<file path="config.mk">
export PLATFORM = sky130hd
export DESIGN_NAME = mem_port_arbiter
export DESIGN_NICKNAME = d
export VERILOG_FILES = /design/src/rtl/mem_arb_pkg.sv /design/src/rtl/mem_port_arbiter_starve_counter.sv /design/src/rtl/mem_port_arbiter.sv
export SDC_FILE = /design/constraint.sdc
export NUM_CORES = 1
export LEC_CHECK = 0
export ABC_CLOCK_PERIOD_IN_PS = 3200
export BUFFER_PORTS_ARGS = -buffer_cell sky130_fd_sc_hd__buf_2
export CAP_MARGIN = 20
export CELL_PAD_IN_SITES_DETAIL_PLACEMENT = 1
export CELL_PAD_IN_SITES_GLOBAL_PLACEMENT = 1
export CORE_ASPECT_RATIO = 0.9
export CORE_UTILIZATION = 30
export CTS_CLUSTER_SIZE = 28
export DETAILED_ROUTE_END_ITERATION = 8
export PLACE_DENSITY = 0.87
export REMOVE_ABC_BUFFERS = 1
export SYNTH_ARGS = -nofsm -noshare
export SYNTH_HDL_FRONTEND = slang
export SYNTH_SLANG_ARGS = --single-unit
</file>
<file path="constraint.sdc">
create_clock -name clk -period 3.2 [get_ports clk]
set_input_delay 0.48 -clock clk [delete_from_list [all_inputs] [get_ports clk]]
set_output_delay 0.48 -clock clk [all_outputs]
set_load 0.01 [all_outputs]
</file>
<file path="src/rtl/mem_arb_pkg.sv">
// Shared types and defaults for the data-RAM port arbiter.
package mem_arb_pkg;

    localparam int DATA_W_DEF = 24;
    localparam int ADDR_W_DEF = 10;

    // Arbiter sequencing: issue slot free, or a read is in flight.
    typedef enum logic {
        IDLE,
        READ_WAIT
    } arb_state_t;

    // Which requester the outstanding read belongs to.
    typedef enum logic {
        OWN_CPU,
        OWN_HOST
    } owner_t;

    // 4-bit increment that sticks at lim once reached.
    function automatic logic [3:0] sat_inc4(input logic [3:0] value, input logic [3:0] lim);
        return (value >= lim) ? lim : value + 4'd1;
    endfunction

endpackage

</file>
<file path="src/rtl/mem_port_arbiter_starve_counter.sv">
// Host starvation guard: counts CPU issues that overtook a waiting host
// and raises host_priority once MAX_WAIT of them have happened in a row.
module arb_starve_counter
    import mem_arb_pkg::*;
#(
    parameter int MAX_WAIT = 4
) (
    input  logic clk,
    input  logic reset,
    input  logic host_req,
    input  logic host_gnt,
    input  logic cpu_issue,
    output logic host_priority
);

    localparam logic [3:0] WAIT_LIMIT = 4'(MAX_WAIT);

    logic [3:0] wait_cnt;

    // Clear when the host is served or stops asking; otherwise count CPU overtakes.
    always_ff @(posedge clk) begin
        if (reset) begin
            wait_cnt <= '0;
        end else if (host_gnt || !host_req) begin
            wait_cnt <= '0;
        end else if (cpu_issue) begin
            wait_cnt <= sat_inc4(wait_cnt, WAIT_LIMIT);
        end
    end

    assign host_priority = (wait_cnt == WAIT_LIMIT);

endmodule

</file>
<file path="src/rtl/mem_port_arbiter.sv">
// Arbitrates the single-port data RAM between the memory stage (CPU) and
// the host/loader port. One access per issue slot; reads hold the slot
// until the RAM returns data READ_LAT cycles later.
module mem_port_arbiter
    import mem_arb_pkg::*;
#(
    parameter int DATA_W   = DATA_W_DEF,
    parameter int ADDR_W   = ADDR_W_DEF,
    parameter int READ_LAT = 1,
    parameter int MAX_WAIT = 4
) (
    input  logic              clk,
    input  logic              reset,
    input  logic              cpuReq,
    input  logic              cpuWe,
    input  logic [ADDR_W-1:0] cpuAddr,
    input  logic [DATA_W-1:0] cpuWdata,
    output logic              cpuStall,
    output logic              cpuRvalid,
    output logic [DATA_W-1:0] cpuRdata,
    input  logic              hostReq,
    input  logic              hostWe,
    input  logic [ADDR_W-1:0] hostAddr,
    input  logic [DATA_W-1:0] hostWdata,
    output logic              hostGnt,
    output logic              hostRvalid,
    output logic [DATA_W-1:0] hostRdata,
    output logic              ramEn,
    output logic              ramWe,
    output logic [ADDR_W-1:0] ramAddr,
    output logic [DATA_W-1:0] ramWdata,
    input  logic [DATA_W-1:0] ramRdata
);

    localparam logic [2:0] LAT_INIT = 3'(READ_LAT);

    arb_state_t        state;
    owner_t            owner;
    logic [2:0]        lat_cnt;
    logic [DATA_W-1:0] cpu_rdata_q;
    logic [DATA_W-1:0] host_rdata_q;

    logic host_win;
    logic cpu_win;
    logic rd_done;
    logic host_priority;

    arb_starve_counter #(
        .MAX_WAIT(MAX_WAIT)
    ) u_starve (
        .clk           (clk),
        .reset         (reset),
        .host_req      (hostReq),
        .host_gnt      (host_win),
        .cpu_issue     (cpu_win),
        .host_priority (host_priority)
    );

    // Pick this cycle's winner and detect read completion; nothing moves during reset.
    always_comb begin
        host_win = 1'b0;
        cpu_win  = 1'b0;
        rd_done  = 1'b0;
        if (!reset) begin
            if (state == IDLE) begin
                host_win = hostReq && (!cpuReq || host_priority);
                cpu_win  = cpuReq && !host_win;
            end else begin
                rd_done = (lat_cnt == 3'd1);
            end
        end
    end

    // Steer the winner's request fields onto the RAM port in the issue cycle.
    always_comb begin
        ramEn    = host_win || cpu_win;
        ramWe    = 1'b0;
        ramAddr  = '0;
        ramWdata = '0;
        if (host_win) begin
            ramWe    = hostWe;
            ramAddr  = hostAddr;
            ramWdata = hostWdata;
        end else if (cpu_win) begin
            ramWe    = cpuWe;
            ramAddr  = cpuAddr;
            ramWdata = cpuWdata;
        end
    end

    // Completion pulses, read-data pass-through and memory-stage stall.
    always_comb begin
        hostGnt    = host_win;
        cpuRvalid  = rd_done && (owner == OWN_CPU);
        hostRvalid = rd_done && (owner == OWN_HOST);
        if (reset) begin
            cpuRdata  = '0;
            hostRdata = '0;
        end else begin
            cpuRdata  = cpuRvalid  ? ramRdata : cpu_rdata_q;
            hostRdata = hostRvalid ? ramRdata : host_rdata_q;
        end
        cpuStall = cpuReq && !((cpu_win && cpuWe) || cpuRvalid);
    end

    // Slot sequencer: a read parks here until its data returns; reset drops it.
    always_ff @(posedge clk) begin
        if (reset) begin
            state        <= IDLE;
            owner        <= OWN_CPU;
            lat_cnt      <= '0;
            cpu_rdata_q  <= '0;
            host_rdata_q <= '0;
        end else begin
            case (state)
                IDLE: begin
                    if (ramEn && !ramWe) begin
                        state   <= READ_WAIT;
                        lat_cnt <= LAT_INIT;
                        owner   <= host_win ? OWN_HOST : OWN_CPU;
                    end
                end
                READ_WAIT: begin
                    lat_cnt <= lat_cnt - 3'd1;
                    if (rd_done) begin
                        state <= IDLE;
                    end
                    if (cpuRvalid) begin
                        cpu_rdata_q <= ramRdata;
                    end
                    if (hostRvalid) begin
                        host_rdata_q <= ramRdata;
                    end
                end
                default: begin
                    state <= IDLE;
                end
            endcase
        end
    end

endmodule

</file>
# --- Yosys cells after proc, flatten, opt, wreduce, memory -nomap -nowiden ---
# Index checks and enable logic that the tools add are counted.
classes:
  bitwise_logic: 2
  n_mux: 23
  n_addsub: 2
  n_reduce_logical: 18
  magnitude_cmp: 1
  eq_ne: 3
op_table:
  columns: ["cell", "count"]
  rows:
  - ["$mux W24", 6]
  - ["$mux W10", 2]
  - ["$mux W1", 11]
  - ["$logic_and A1 B1 Y1", 7]
  - ["$pmux W3 S2", 1]
  - ["$logic_not A1 Y1", 5]
  - ["$add A4 B1 Y4 const B", 1]
  - ["$eq A4 B3 Y1 const B", 1]
  - ["$ge A4 B3 Y1 const B", 1]
  - ["$logic_or A1 B1 Y1", 4]
  - ["$mux W4", 1]
  - ["$eq A3 B1 Y1 const B", 1]
  - ["$mux W3", 1]
  - ["$sub A3 B1 Y3 const B", 1]
  - ["$ne A2 B1 Y1 const B", 1]
  - ["$not A1 Y1", 2]
  - ["$pmux W1 S2", 1]
  - ["$reduce_and A2 Y1", 1]
  - ["$reduce_or A2 Y1", 1]
word_totals:
  reg_bits: 57
  word_cells: 55
  inputBits: 98

# --- Logic depth before layout (Yosys ltp) ---
depth:
  ltp_word: 13
  ltp_mapped: 7
  mapped_depth_nobuf: 5

# --- Cells and area by module ---
# A second synthesis with hierarchy kept.
unflattened:
  cells_unflattened: 372
  hier_area_um2: 3032.9
by_module_without_submodules:
  columns: ["mod", "area_each_um2", "instances", "cells_per_inst", "seq_area_each_um2"]
  rows:
  - ["mem_port_arbiter", 2839.0, 1, 351, 1061.0]
  - ["arb_starve_counter", 193.9, 1, 21, 80.1]

# --- Worst setup path before layout ---
# Ideal clock, no wire load.
synth_timing:
  path_kind: "reg-to-output"
  from: "reg u_starve.wait_cnt[0]"
  to: "out ramAddr[0]"
  slack_ns: 1.100
  path_stages_with_launch: 7
  t_arrival_ns: 1.620
  required_time_ns: 2.720
  path_buffers: 1
  path_cell_list: "dfxtp_1 -> inv_1 -> ha_1 -> nand3b_4 -> a2111oi_4 -> buf_6 -> a22o_1"
synth_rtl:
  columns: ["element", "line_no", "source"]
  rows:
  - ["start: declaration", "mem_port_arbiter_starve_counter.sv:18", "logic [3:0] wait_cnt;"]
  - ["start signal: assignment", "mem_port_arbiter_starve_counter.sv:27", "wait_cnt <= sat_inc4(wait_cnt, WAIT_LIMIT);"]
  - ["$eq A4 B3 Y1", "mem_port_arbiter_starve_counter.sv:31", "assign host_priority = (wait_cnt == WAIT_LIMIT);"]
  - ["$logic_or A1 B1 Y1", "mem_port_arbiter.sv:66", "host_win = hostReq && (!cpuReq || host_priority);"]
  - ["$logic_and A1 B1 Y1", "mem_port_arbiter.sv:66", null]
  - ["$mux W1", "mem_port_arbiter.sv:65", "if (state == IDLE) begin"]
  - ["$mux W1", "mem_port_arbiter.sv:64", "if (!reset) begin"]
  - ["via hostGnt", "mem_port_arbiter.sv:25", "output logic hostGnt,"]
  - ["$mux W10", "mem_port_arbiter.sv:80", "if (host_win) begin"]
  - ["end: declaration", "mem_port_arbiter.sv:30", "output logic [ADDR_W-1:0] ramAddr,"]
# The timed path passes the listed nets, and every way through them passes these cells.

# --- Worst setup path after layout ---
layout_timing:
  from: "reg u_starve.wait_cnt[0]"
  to: "out ramWdata[11]"
layout_via:
  elab_chain_cells: 9
layout_rtl:
  columns: ["element", "line_no", "source"]
  rows:
  - ["$eq A4 B3 Y1 *", "mem_port_arbiter_starve_counter.sv:31", null]
  - ["$logic_or A1 B1 Y1 *", "mem_port_arbiter.sv:66", null]
  - ["$logic_and A1 B1 Y1 *", "mem_port_arbiter.sv:66", null]
  - ["$logic_not A1 Y1", "mem_port_arbiter.sv:67", "cpu_win = cpuReq && !host_win;"]
  - ["$logic_and A1 B1 Y1", "mem_port_arbiter.sv:67", null]
  - ["$mux W1", "mem_port_arbiter.sv:65", null]
  - ["$mux W1", "mem_port_arbiter.sv:64", null]
  - ["$mux W24", "mem_port_arbiter.sv:84", "end else if (cpu_win) begin"]
  - ["$mux W24 *", "mem_port_arbiter.sv:80", null]
  - ["end: declaration", "mem_port_arbiter.sv:31", "output logic [DATA_W-1:0] ramWdata,"]
# Every way passes the cells marked *; elsewhere a longest branch is shown, timed or not.

==> impl_metrics.json <==
{
  "core_area_sq_um": 9780,
  "post-route-period-util": 0.893,
  "yosysMostFrequentCell": "a21oi_1",
  "viasPerCell": 5.40,
  "ctsHoldBuffers": 0,
  "cts_resized": 0,
  "endpoint_kind": "output pin",
  "crit_chain": "inv_1 -> ha_1 -> nand3b_4 -> a2111oi_4 -> buf_12 -> a22o_1 -> buf_2",
  "ys_seq_area_frac": 0.374,
  "synth.distinct_cells": 37,
  "syn_avg_cell_area_sq_um": 7.88,
  "r2r-start": "lat_cnt[0]$_SDFFE_PP0P_",
  "numCtsBuffers": 9,
  "critical_path.max_fanout": 29,
  "synthTopCellsByArea": "dfxtp_1, a21oi_1, o21ai_0",
  "finalCriticalPeriod_ns": 2.86,
  "power_density_nw_per_um2": 456,
  "hold_class": "in -> reg",
  "instances_no_fill": 679,
  "whs_path_depth": 3,
  "synth_common_cells": "a21oi_1, dfxtp_1, o21ai_0",
  "worst_pin_slew_ns": 0.877,
  "ys_warn_count": 0,
  "synth_area_leader_cell": "dfxtp_1",
  "rrSetupSlack_ns": 1.21,
  "clockPowerShare": 0.486,
  "first_pass_iters": 4,
  "post-cts-setup-buffer-count": 0,
  "synthArstFlopShare": 0,
  "cts.sinks": 57,
  "synth_edf_count": 0,
  "gp_congestion": 0.789,
  "fp.dieW_um": 108,
  "totalNegativeSetupSlack_ns": 0,
  "grt_use_total": 0.205,
  "clockRootBuffer": "clkbuf_16",
  "synthesis.area_sq_um": 3050,
  "critPathKind": "reg -> out",
  "hpwl_um": 7950,
  "grt_pass1_vias": 3611,
  "synth_top_area_frac": 0.374,
  "regArea_sq_um": 1140,
  "ys_ff_latch": 57,
  "slowest_stage": "a2111oi_4",
  "startpoint_type": "flip-flop",
  "relSlewSlack": 0.415,
  "peakVddDrop_uv": 289,
  "maxCapViolations": 0,
  "critical_path_arrival_ns": 2.38,
  "multi_input_area_sq_um": 1680,
  "timing.rr.end": "cpu_rdata_q[15]$_SDFFE_PP0P_",
  "status": "completed",
  "overflow": 0,
  "drive_above_1_share": 0.403,
  "clk_pin_slew_ns": 0.05,
  "required_ns": 2.72,
  "rsz0062_at_grt": "false",
  "fillers": 1243,
  "antenna_found_initial": 0,
  "setup_viol": 0,
  "row_count": 34,
  "wire_per_inst_um": 16.2,
  "die_area_sq_um": 10600,
  "fin_nets": 652,
  "remaining_drc_errors": 0,
  "timing.final.ws_setup_ns": 0.342,
  "p_sw_w": 0.000485,
  "htree_num_levels": 3,
  "switching_share": 0.244,
  "start_util": 0.312,
  "seqPwrFrac": 0.367,
  "grt_pass1_wl_um": 17400,
  "cp_top_family": "compound AO/OA/AOI/OAI gates",
  "fin_area_sq_um": 4360,
  "intPower_w": 0.00151,
  "wl_um": 11000,
  "via_count": 3668,
  "cts_buffer_depth": 2,
  "syn_inst": 387,
  "fin_worst_skew_ns": 0.00499,
  "ff2ff_path_depth": 5,
  "hp-start": "ramRdata[4]",
  "ant_nets": 0,
  "dpl.cell_count": 665,
  "worst_skew_pair.late_latency_ns": 0.32,
  "die_y_um": 97.7,
  "grt_max_degree": 95,
  "synthFlopType": "dfxtp_1",
  "fmax_ghz": 0.350,
  "cp_num_buf_inv": 3,
  "slowest_delay_ns": 0.71,
  "holdPathEnd": "cpu_rdata_q[4]$_SDFFE_PP0P_",
  "portBuffers": 185,
  "place_area_sq_um": 4060,
  "drtIter0Drc": 190,
  "antenna_cells": 0,
  "power.share.combinational": 0.148,
  "finalPower_w": 0.00199,
  "place_ws_ns": 0.564,
  "hold_viol": 0,
  "cts_tree": "yes",
  "power_leakage_nw": 1.95,
  "report.final.slew_viol_count": 0,
  "area_growth_pct": 42.9,
  "num_io_pins": 186
}
[placed cells by master, fill, tap and decap left out, types with 6 or more instances in the layout]
| cell type | instances |
|---|---|
| a22o_1 | 28 |
| a21oi_1 | 99 |
| inv_1 | 11 |
| buf_2 | 184 |
| dfxtp_1 | 57 |
| nand3_1 | 48 |
| buf_4 | 8 |
| o21ai_0 | 53 |
| clkbuf_16 | 9 |
| a22o_2 | 6 |
[metal layers]
metal	vias up	global-route usage	wire length, um
met5	-	0	0
li1	1766	-	-
met4	0	0.0437	79
met2	127	0.353	5400
met3	7	0.0443	642
met1	1768	0.260	4870
[metrics by stage]
stage / util / hold WS [ns]
after global routing: 0.446 / 0.475
after CTS: 0.446 / 0.460
after global placement: 0.415 / 0.474
final: 0.446 / 0.467
after floorplan: - / 0.451
after detailed placement: 0.415 / 0.485
[worst max path at each step]
stage / slack, ns / to / cells after the start / start
2_1_floorplan: 0.52 / hostRdata[0] / 3 / owner$_SDFFE_PP0P_
5_1_grt: 0.19 / cpuRdata[15] / 6 / lat_cnt[0]$_SDFFE_PP0P_
6_report: 0.34 / ramWdata[11] / 7 / u_starve.wait_cnt[0]$_SDFFE_PP0N_
3_5_place_dp: 0.56 / cpuRdata[12] / 6 / reset
4_1_cts: 0.33 / ramWdata[17] / 7 / u_starve.wait_cnt[0]$_SDFFE_PP0N_
3_3_place_gp: 0.58 / hostRdata[1] / 6 / reset
[registers in the layout (all words and copies together) (netlist names)]
signal and flops:
cpu_rdata_q 24, host_rdata_q 24, u_starve.wait_cnt 4, lat_cnt 3, owner 1, state 1
[power by group through the flow]
stage / sequential (W) / clock [W] / combinational, W
2_1_floorplan: 0.000751 / 0 / 0.000115
3_3_place_gp: 0.000743 / 0 / 0.000283
3_5_place_dp: 0.000744 / 0 / 0.000293
4_1_cts: 0.000730 / 0.000981 / 0.000296
5_1_grt: 0.000730 / 0.00102 / 0.000320
6_report: 0.000730 / 0.000966 / 0.000294
[cell families after synthesis]
logic type	after synthesis	synth area share
compound gates	198	0.389
xor+xnor	1	0.00287
fa+ha+maj	4	0.0164
buf+inv	54	0.0783
flops	57	0.374
mux	1	0.00328
simple gates	72	0.136
[worst min-delay path, cell delays in order]
cell and delay [ns]:
buf_2 0.11, nand3_1 0.09, a21oi_1 0.06
[final cells by class]
| cell class | instances | area share |
|---|---|---|
| multi-input cells | 276 | 0.384 |
| well taps | 126 | 0.0362 |
| clock buffers | 12 | 0.0611 |
| clock inverters | 2 | 0.00861 |
| repair buffers | 195 | 0.239 |
| flip-flops and latches | 57 | 0.262 |
| inverters | 11 | 0.00947 |
Power figures use the tool's default switching activity.
